**src/rtl/regfile_dump_controller_pkg.sv**
```systemverilog
// Shared constants for the register-file dump path.
// Covers bus geometry, the frame marker and the FSM state encodings.
package regfile_dump_controller_pkg;

  localparam int PROC_BITS      = 32;
  localparam int REG_ADDRS_BITS = 5;
  localparam int NUM_REGS       = 2 ** REG_ADDRS_BITS;
  localparam int BYTES_PER_REG  = PROC_BITS / 8;

  localparam logic [7:0] DEBUG_HEADER_BYTE = 8'hA5;

  typedef logic [1:0] state_t;

  localparam state_t ST_IDLE   = 2'd0;
  localparam state_t ST_HEADER = 2'd1;
  localparam state_t ST_DATA   = 2'd2;
  localparam state_t ST_DONE   = 2'd3;

endpackage

```
**src/rtl/regfile_dump_byte_mux.sv**
```systemverilog
// Selects one byte of a snapshot word for transmission.
// The byte order is chosen at build time.
module regfile_dump_byte_mux
  import regfile_dump_controller_pkg::*;
#(
  parameter bit MSB_FIRST = 1'b1
) (
  input  logic [PROC_BITS-1:0] word,
  input  logic [1:0]           byte_idx,
  output logic [7:0]           byte_out
);

  logic [1:0] lane;

  // With MSB first, stream position 0 maps to the top byte lane.
  assign lane     = MSB_FIRST ? (2'd3 - byte_idx) : byte_idx;
  assign byte_out = word[8*lane +: 8];

endmodule

```
**src/rtl/regfile_dump_controller.sv**
```systemverilog
// Snapshots the register-file debug bus and streams it as a header byte followed by
// R0..R31 data bytes over a valid/ready handshake.
module regfile_dump_controller #(
  parameter int         PROC_BITS      = regfile_dump_controller_pkg::PROC_BITS,
  parameter int         REG_ADDRS_BITS = regfile_dump_controller_pkg::REG_ADDRS_BITS,
  parameter logic [7:0] HEADER_BYTE    = regfile_dump_controller_pkg::DEBUG_HEADER_BYTE,
  parameter bit         MSB_FIRST      = 1'b1
) (
  input  logic                           clk,
  input  logic                           i_rst_n,
  input  logic [PROC_BITS*PROC_BITS-1:0] i_debug_regs,
  input  logic                           i_start,
  output logic [7:0]                     o_tx_data,
  output logic                           o_tx_valid,
  input  logic                           i_tx_ready,
  output logic                           o_busy,
  output logic                           o_done
);

  import regfile_dump_controller_pkg::*;

  localparam int NREGS = 2 ** REG_ADDRS_BITS;

  state_t                    state;
  state_t                    state_next;
  logic [REG_ADDRS_BITS-1:0] reg_idx;
  logic [1:0]                byte_idx;
  logic [PROC_BITS-1:0]      snapshot [NREGS];
  logic                      start_accept;
  logic                      xfer;
  logic                      last_byte;
  logic [7:0]                data_byte;

  assign start_accept = (state == ST_IDLE) && i_start;
  assign xfer         = o_tx_valid && i_tx_ready;
  assign last_byte    = (reg_idx == REG_ADDRS_BITS'(NREGS - 1)) && (byte_idx == 2'd3);

  // NOTE: sequential state uses non-blocking assignments so every flop samples pre-edge values.
  always_ff @(posedge clk or negedge i_rst_n) begin
    if (!i_rst_n) state <= ST_IDLE;
    else          state <= state_next;
  end

  // NOTE: the default assignment on entry keeps this block free of inferred latches.
  always_comb begin
    state_next = state;
    case (state)
      ST_IDLE:   if (i_start)            state_next = ST_HEADER;
      ST_HEADER: if (xfer)               state_next = ST_DATA;
      ST_DATA:   if (xfer && last_byte)  state_next = ST_DONE;
      ST_DONE:                           state_next = ST_IDLE;
      default:                           state_next = ST_IDLE;
    endcase
  end

  // Outputs decode straight from the state register, so reset clears them at once.
  always_comb begin
    o_tx_valid = 1'b0;
    o_tx_data  = '0;
    o_busy     = 1'b1;
    o_done     = 1'b0;
    case (state)
      ST_IDLE:   o_busy = 1'b0;
      ST_HEADER: begin
        o_tx_valid = 1'b1;
        o_tx_data  = HEADER_BYTE;
      end
      ST_DATA: begin
        o_tx_valid = 1'b1;
        o_tx_data  = data_byte;
      end
      ST_DONE:   o_done = 1'b1;
      default:   o_busy = 1'b0;
    endcase
  end

  // The 2-bit byte counter rolls 3->0 by itself; reg_idx wraps only on the final byte.
  always_ff @(posedge clk or negedge i_rst_n) begin
    if (!i_rst_n) begin
      reg_idx  <= '0;
      byte_idx <= '0;
    end else if (start_accept) begin
      reg_idx  <= '0;
      byte_idx <= '0;
    end else if ((state == ST_DATA) && xfer) begin
      byte_idx <= byte_idx + 2'd1;
      if (byte_idx == 2'd3) reg_idx <= reg_idx + 1'b1;
    end
  end

  // NOTE: the snapshot is a flop array, not a RAM macro, so it can take an async clear.
  always_ff @(posedge clk or negedge i_rst_n) begin
    if (!i_rst_n) begin
      for (int i = 0; i < NREGS; i++) snapshot[i] <= '0;
    end else if (start_accept) begin
      for (int i = 0; i < NREGS; i++) snapshot[i] <= i_debug_regs[i*PROC_BITS +: PROC_BITS];
    end
  end

  regfile_dump_byte_mux #(
    .MSB_FIRST (MSB_FIRST)
  ) u_byte_mux (
    .word     (snapshot[reg_idx]),
    .byte_idx (byte_idx),
    .byte_out (data_byte)
  );

endmodule

```
**config.mk**
```make
export PLATFORM = sky130hd
export DESIGN_NAME = regfile_dump_controller
export DESIGN_NICKNAME = d
export VERILOG_FILES = /design/src/rtl/regfile_dump_controller_pkg.sv /design/src/rtl/regfile_dump_byte_mux.sv /design/src/rtl/regfile_dump_controller.sv
export SDC_FILE = /design/constraint.sdc
export NUM_CORES = 2
export LEC_CHECK = 0
export CAP_MARGIN = 20
export CORE_ASPECT_RATIO = 1.1
export CORE_MARGIN = 10
export CORE_UTILIZATION = 30
export DETAILED_ROUTE_END_ITERATION = 8
export PLACE_DENSITY = 0.62
export SETUP_SLACK_MARGIN = 0.4
export SYNTH_ARGS = -nofsm -noshare
export SYNTH_HDL_FRONTEND = slang
export SYNTH_SLANG_ARGS = --single-unit
export TNS_END_PERCENT = 5
```
**constraint.sdc**
```tcl
create_clock -name clk -period 3.2 [get_ports clk]
set_clock_uncertainty 0.1 [all_clocks]
set_input_delay 0.48 -clock clk [delete_from_list [all_inputs] [get_ports clk]]
set_output_delay 0.48 -clock clk [all_outputs]
set_load 0.005 [all_outputs]
```
# After elaboration in Yosys (flattened, before gate mapping)
# Index checks and enable logic that the tools add are counted.
# op_classes
mul,0
add_sub_neg,3
n_eq_ne,8
shift,1
n_bitwise,1
n_lt_le_gt_ge,1
div,0
n_mux,16
reduce_logical,11
# op_table
cell,count
32-bit binary-select mux with 5-bit select,1
32-bit 2-to-1 mux,2
32-bit by 6-bit variable part select with 8-bit output,1
8-bit case mux with 2 select lines,1
5-bit 2-to-1 mux,3
2-bit 2-to-1 mux,5
2-bit case mux with 4 select lines,1
2-bit == test (second input constant),3
6-bit >= comparator (second input constant),1
2-bit != test (second input constant),3
5-bit inverter with 6-bit output,1
5-bit by 1-bit adder with 5-bit output (second input constant),1
5-bit == test (second input constant),1
1-bit logical AND,5
2-bit nonzero test,2
1-bit 2-to-1 mux,3
3-bit AND reduction,1
2-bit by 1-bit adder with 2-bit output (second input constant),1
2-bit by 1-bit == test with 1-bit output (second input constant),1
2-bit zero test,1
2-bit AND reduction,1
2-bit OR reduction,1
2-bit subtractor (first input constant),1
# totals
regBits,1033
latch_bits,0
output_inout_bits,11
ram_bits,0
mem_bits_ro,0
memories,0

# Logic depth before layout (Yosys ltp)
# depth
depth_word,7
ltp_mapped,12
depth_no_buf,7

# Cells and area by module
# From an unflattened synthesis, not the netlist that was laid out.
# hier_totals
cells_unflattened,2889
hier_area_um2,46523.4
# by_module_without_submodules
module,area_per_inst_um2,n_inst,cells_per_inst,seq_area_each_um2
regfile_dump_controller,46326.9,1,2879,25849.8
regfile_dump_byte_mux,196.4,1,10,0.0

# Least setup slack after synthesis
# No wires, ideal clock.
# synth_path
kind,register to output
startpoint,reg reg_idx[0]
endpoint,out o_tx_data[3]
t_arrival_ns,2.250
n_path_buf,4
stages_incl_launch_ff,9
path_slack_ns,0.370
required_ns,2.620
cell_sequence,dfrtp_1 > buf_6 > buf_6 > buf_4 > buf_2 > mux4_2 > mux4_2 > o22ai_1 > nor4_1
# synth_via
elab_chain_len,6
# synth_lines
element,line_no,rtl
from (decl),regfile_dump_controller.sv:26,logic [REG_ADDRS_BITS-1:0] reg_idx;
from (signal assigned),regfile_dump_controller.sv:87,if (byte_idx == 2'd3) reg_idx <= reg_idx + 1'b1;
5-bit inverter with 6-bit output (not written as such),regfile_dump_controller.sv:103,".word (snapshot[reg_idx]),"
32-bit binary-select mux with 5-bit select,regfile_dump_controller.sv:103,
32-bit 2-to-1 mux (not written as such) (2 in a row),regfile_dump_controller.sv:103,
32-bit by 6-bit variable part select with 8-bit output,regfile_dump_byte_mux.sv:17,assign byte_out = word[8*lane +: 8];
8-bit case mux with 2 select lines,regfile_dump_controller.sv:62,case (state)
to (decl),regfile_dump_controller.sv:13,"output logic [7:0] o_tx_data,"
# No other way between the ends. The select of a mux whose other input is x is not followed.

# Worst setup path in the final report
# Ends and elaborated chain as after synthesis.

==> flow_results.org <==
** Outcome
- Failing checks :: setup timing
- Status :: finished, violations left

** Detailed routing
- Detailed-route via count :: 31546
- After detailed routing, the number of remaining DRC violations is 0.
- The highest layer touched by signal routing is met5.
- Dividing the detail-routed via count by the number of cells gives approximately 5.0.
- Total routed wirelength :: between 200 and 250 mm
- The detailed router put a total of about 80 mm of wire on met1.
- In the detailed route, the total length drawn on met2 is 109.5 mm.
- Met3 layer wire length in the routed design :: 13.96 mm
- The detailed router finished its first iteration with between 1500 and 2000 violations.
- First-pass iteration count of the detailed router :: 5
- In this run the remaining antenna-violating nets after routing total 0.
- Post-DR wirelength/cell :: between 30 and 40 um

** Logic synthesis
- During synthesis, Yosys emitted a total of 0 warnings.
- Summing the areas of all and, or, nand and nor instances in the mapped netlist gives 0.7971% of the synthesized area.
- Portion of the post-synthesis area used by sequential elements :: 55.64%
- Averaged over all synthesized cells, the footprint is between 15 and 20 um^2.
- Synthesized-area fraction occupied by ao, oa, aoi and oai cells :: 2.459%
- Of the total synthesized cell area, the portion taken by XOR and XNOR cells is less than 1%.
- Count of distinct cell types in the synthesized netlist :: 48
- When the netlist entered floorplanning its net count stood at 3917.
- By area, the combinational part of the netlist is dominated by multiplexers.
- EDFF count, synth :: 0
- The synthesized design contains 1033 register bits.
- Summing the areas of all fa, ha and maj instances in the mapped netlist gives 0.1885% of the synthesized area.
- In the synthesized netlist the async set-or-reset flop fraction comes to 100.0%.
- In the synthesized netlist, the number of instances is 2882.
- Multiplexer cells account for 38.70% of the synthesized area.
- Prevailing post-synth register cell :: dfrtp_1
- Summing every instance area after synthesis gives 46460 um^2.

** Placement
- The HPWL after detailed placement is approximately 170 mm.
- In this run the tool buffered the top-level ports with 1038 buffer cells.
- Gp weighted congestion :: 0.8519

** Power and ir drop
- Power spread over the standard cell area amounts to 873.3 nW/um^2.
- Peak VDD IR :: 0.4824 mV
- Standby leakage power :: 25.87 nW

** Timing
- Setup repair after global routing could not meet its margin everywhere.
- Hold is met by approximately 0.17 ns.
- Number of hold violations in the final report :: 0
- Max-Slew Margin vs Limit :: 52.06%
- The max-slew violation count was 0.
- Transition time at the pin with the least slew margin :: 0.6991 ns
- After routing, the total negative slack on setup checks comes to -7.787 ns.
- Final critical path time including I/O delays and setup :: 4.225 ns
- Final number of setup-violating endpoints :: 8
- Maximum achievable frequency :: ~240 MHz
- Post-route worst setup slack :: -1.025 ns
- Dividing the final minimum period by the clock period gives 132.0%.

** Finish
- Final net count :: 5149
- Leading cell type in the layout, fill and taps excluded :: dfrtp_1
- In the final layout, the share of cells above drive strength 1 is a little over two fifths.
- Final core occ :: about 43%
- The layout has 13988 filler cells.
- Leaving out fill and tap cells, the most frequent cells in the layout are 1029 x dfrtp_1, 1027 x clkdlybuf4s50_1, 1026 x mux2_2.
- Area Overhead vs Synth :: 42.81%

** Setup path
- In this run the register-to-register setup slack is ~0.48 ns.
- Worst setup path endpoint :: o_tx_data[3]
- Endpoint of the most critical register-to-register path :: state[1]
- Worst setup path startpoint :: reg_idx[0]
- Sort of element at the end of the critical path :: primary output
- Number of cells on the worst reg-to-reg path :: 11
- Type of the setup path with the least slack :: flip-flop to primary output
- In this run the critical register-to-register path is launched from reg_idx[1].
- Data arrival time at the worst-slack endpoint :: between 3 and 4 ns
- For the worst setup path, the data required time is 2.62 ns.
- Nature of the critical path startpoint :: flip-flop
- Along the worst path, the maximum fanout reaches 16.

** Floorplanning
- Die Wd :: 395.2 um
- The initial utilization of the core area, before any placement, comes to around 30%.
- In this run the vertical extent of the chip is 432.7 um.
- 1039 I/O pins were placed.
- The die covers 171000 um^2.
- The total area inside the core boundary comes to 154000 um^2.
- Standard-cell row count :: 151

** CTS
- Num CTS Buffers :: 116
- In this run the deepest clock path goes through 3 buffers.
- TritonCTS clock tree :: done
- Clock tree synthesis selected as its root buffer the cell clkbuf_16.
- The later pin in the worst-skew pair is clocked with a latency of roughly 0.75 ns.
- Total clock sinks :: just over 1000
- Clock-pin slew was measured on the worst setup and hold paths at 0.07 ns.
- Htree depth :: 3

** Run
- The tool flagged a number of max-cap violations equal to 0.

** GRT
- In the global route stage, overall resource usage came out at between 20% and 30%.
- The number of global-route vias before repair came to 34580.
- Number of antenna violations at the first check in global routing :: about 130
- Gr ovfl total :: 0
- The first global-routing pass estimated 282.2 mm of wire.
- Largest net degree at the start of global routing :: between 100 and 150

** Worst hold path
- The tightest min-delay check is of the input port to asynchronous set/reset pin type.
==> synthesized netlist by cell type (3+ instances only) <==
library cell,count,area [um^2]
a211o_1,4,35.03
a211oi_1,16,120.1
a21oi_1,11,55.05
a221oi_1,25,219.0
a22oi_1,27,202.7
a2bb2oi_1,3,26.28
a311oi_1,4,35.03
a41oi_1,5,43.79
buf_1,9,33.78
buf_2,37,185.2
buf_4,19,142.6
clkbuf_1,142,533.0
dfrtp_1,1033,25850
ha_1,7,87.58
inv_1,11,41.29
mux2_2,1031,11610
mux2i_1,130,1301
mux4_1,13,341.6
mux4_2,210,4730
nand2_1,18,67.56
nand3_1,9,45.04
nand4_1,4,25.02
nor2_1,25,93.84
nor2b_1,5,31.28
nor4_1,5,31.28
o21ai_0,15,75.07
o221ai_1,4,35.03
o22ai_1,28,175.2
or3_1,3,18.77
or4_1,3,22.52
==> cell type report <==
type	count	area [um^2]	area share, %
sequential	1033	25860	38.98
multi-input combinational	1626	20190	30.43
timing repair buffer	1325	13700	20.65
clock buffer	179	3490	5.259
tap	2065	2584	3.894
clock inverter	33	360.3	0.5431
antenna	46	115.1	0.1735
inverter	12	46.29	0.06977
==> per-layer routing <==
metal,track usage [%],up-vias
li1,-,13467
met1,26.64,16575
met2,42.15,1047
met3,6.731,347
met4,8.856,110
met5,0,-
==> worst min path at each step <==
stage,start,to,slack (ns),depth (start not counted)
global placement,i_rst_n,snapshot[490],0.35,1
global route,i_rst_n,snapshot[426],0.17,2
floorplan,i_rst_n,byte_idx[0],0.08,0
CTS,i_rst_n,snapshot[490],0.13,2
detailed placement,i_rst_n,snapshot[490],0.35,1
finish,i_rst_n,snapshot[490],0.17,2
==> critical path, stage by stage (launching register included) <==
cell	delay (ns)
dfrtp_4	0.47
buf_4	0.14
buf_12	0.11
buf_16	0.16
buf_16	0.19
mux4_2	0.58
mux4_2	0.59
o22ai_1	0.34
nor4_4	0.14
buf_12	0.15
==> power by group <==
part | switching (mW) | internal (mW) | total (mW)
registers | 3.99 | 19.8 | 23.8
logic | 8.65 | 12.0 | 20.6
clock network | 5.76 | 7.74 | 13.5
==> metrics by stage <==
step           total power [mW]  setup WS (ns)  instances  instance area [um^2]
6_report                  57.95         -1.025       6319                 66350
5_1_grt                   60.81         -1.093       6300                 66300
4_1_cts                   58.66         -1.116       6268                 66100
3_5_place_dp              44.25        -0.9650       6012                 61020
3_3_place_gp              43.72         -1.405       6012                 61010
2_1_floorplan             34.80         0.3775       2882                 46470
==> kinds of logic after synthesis <==
| group | after synthesis |
|---|---|
| AOI/OAI and AO/OA | 155 |
| xor gates and xnor gates | 3 |
| adders and majority gates | 7 |
| buffers and inverters | 223 |
| DFF | 1033 |
| muxes | 1384 |
| and+or+nand+nor | 77 |
==> flip-flops by register name, indices dropped and copies added, names as in the netlist <==
name      flops
reg_idx       5
byte_idx      2
snapshot   1024
state         2
==> repair_timing <==
action	in CTS	in global routing
buffers inserted	37	4
hold buffers	1	0
setup endpoints to repair	12	10
pin swaps	23	4
gates cloned	6	1
hold endpoints to repair	67	0
gates resized for setup	152	14
Power figures use the tool's default switching activity.
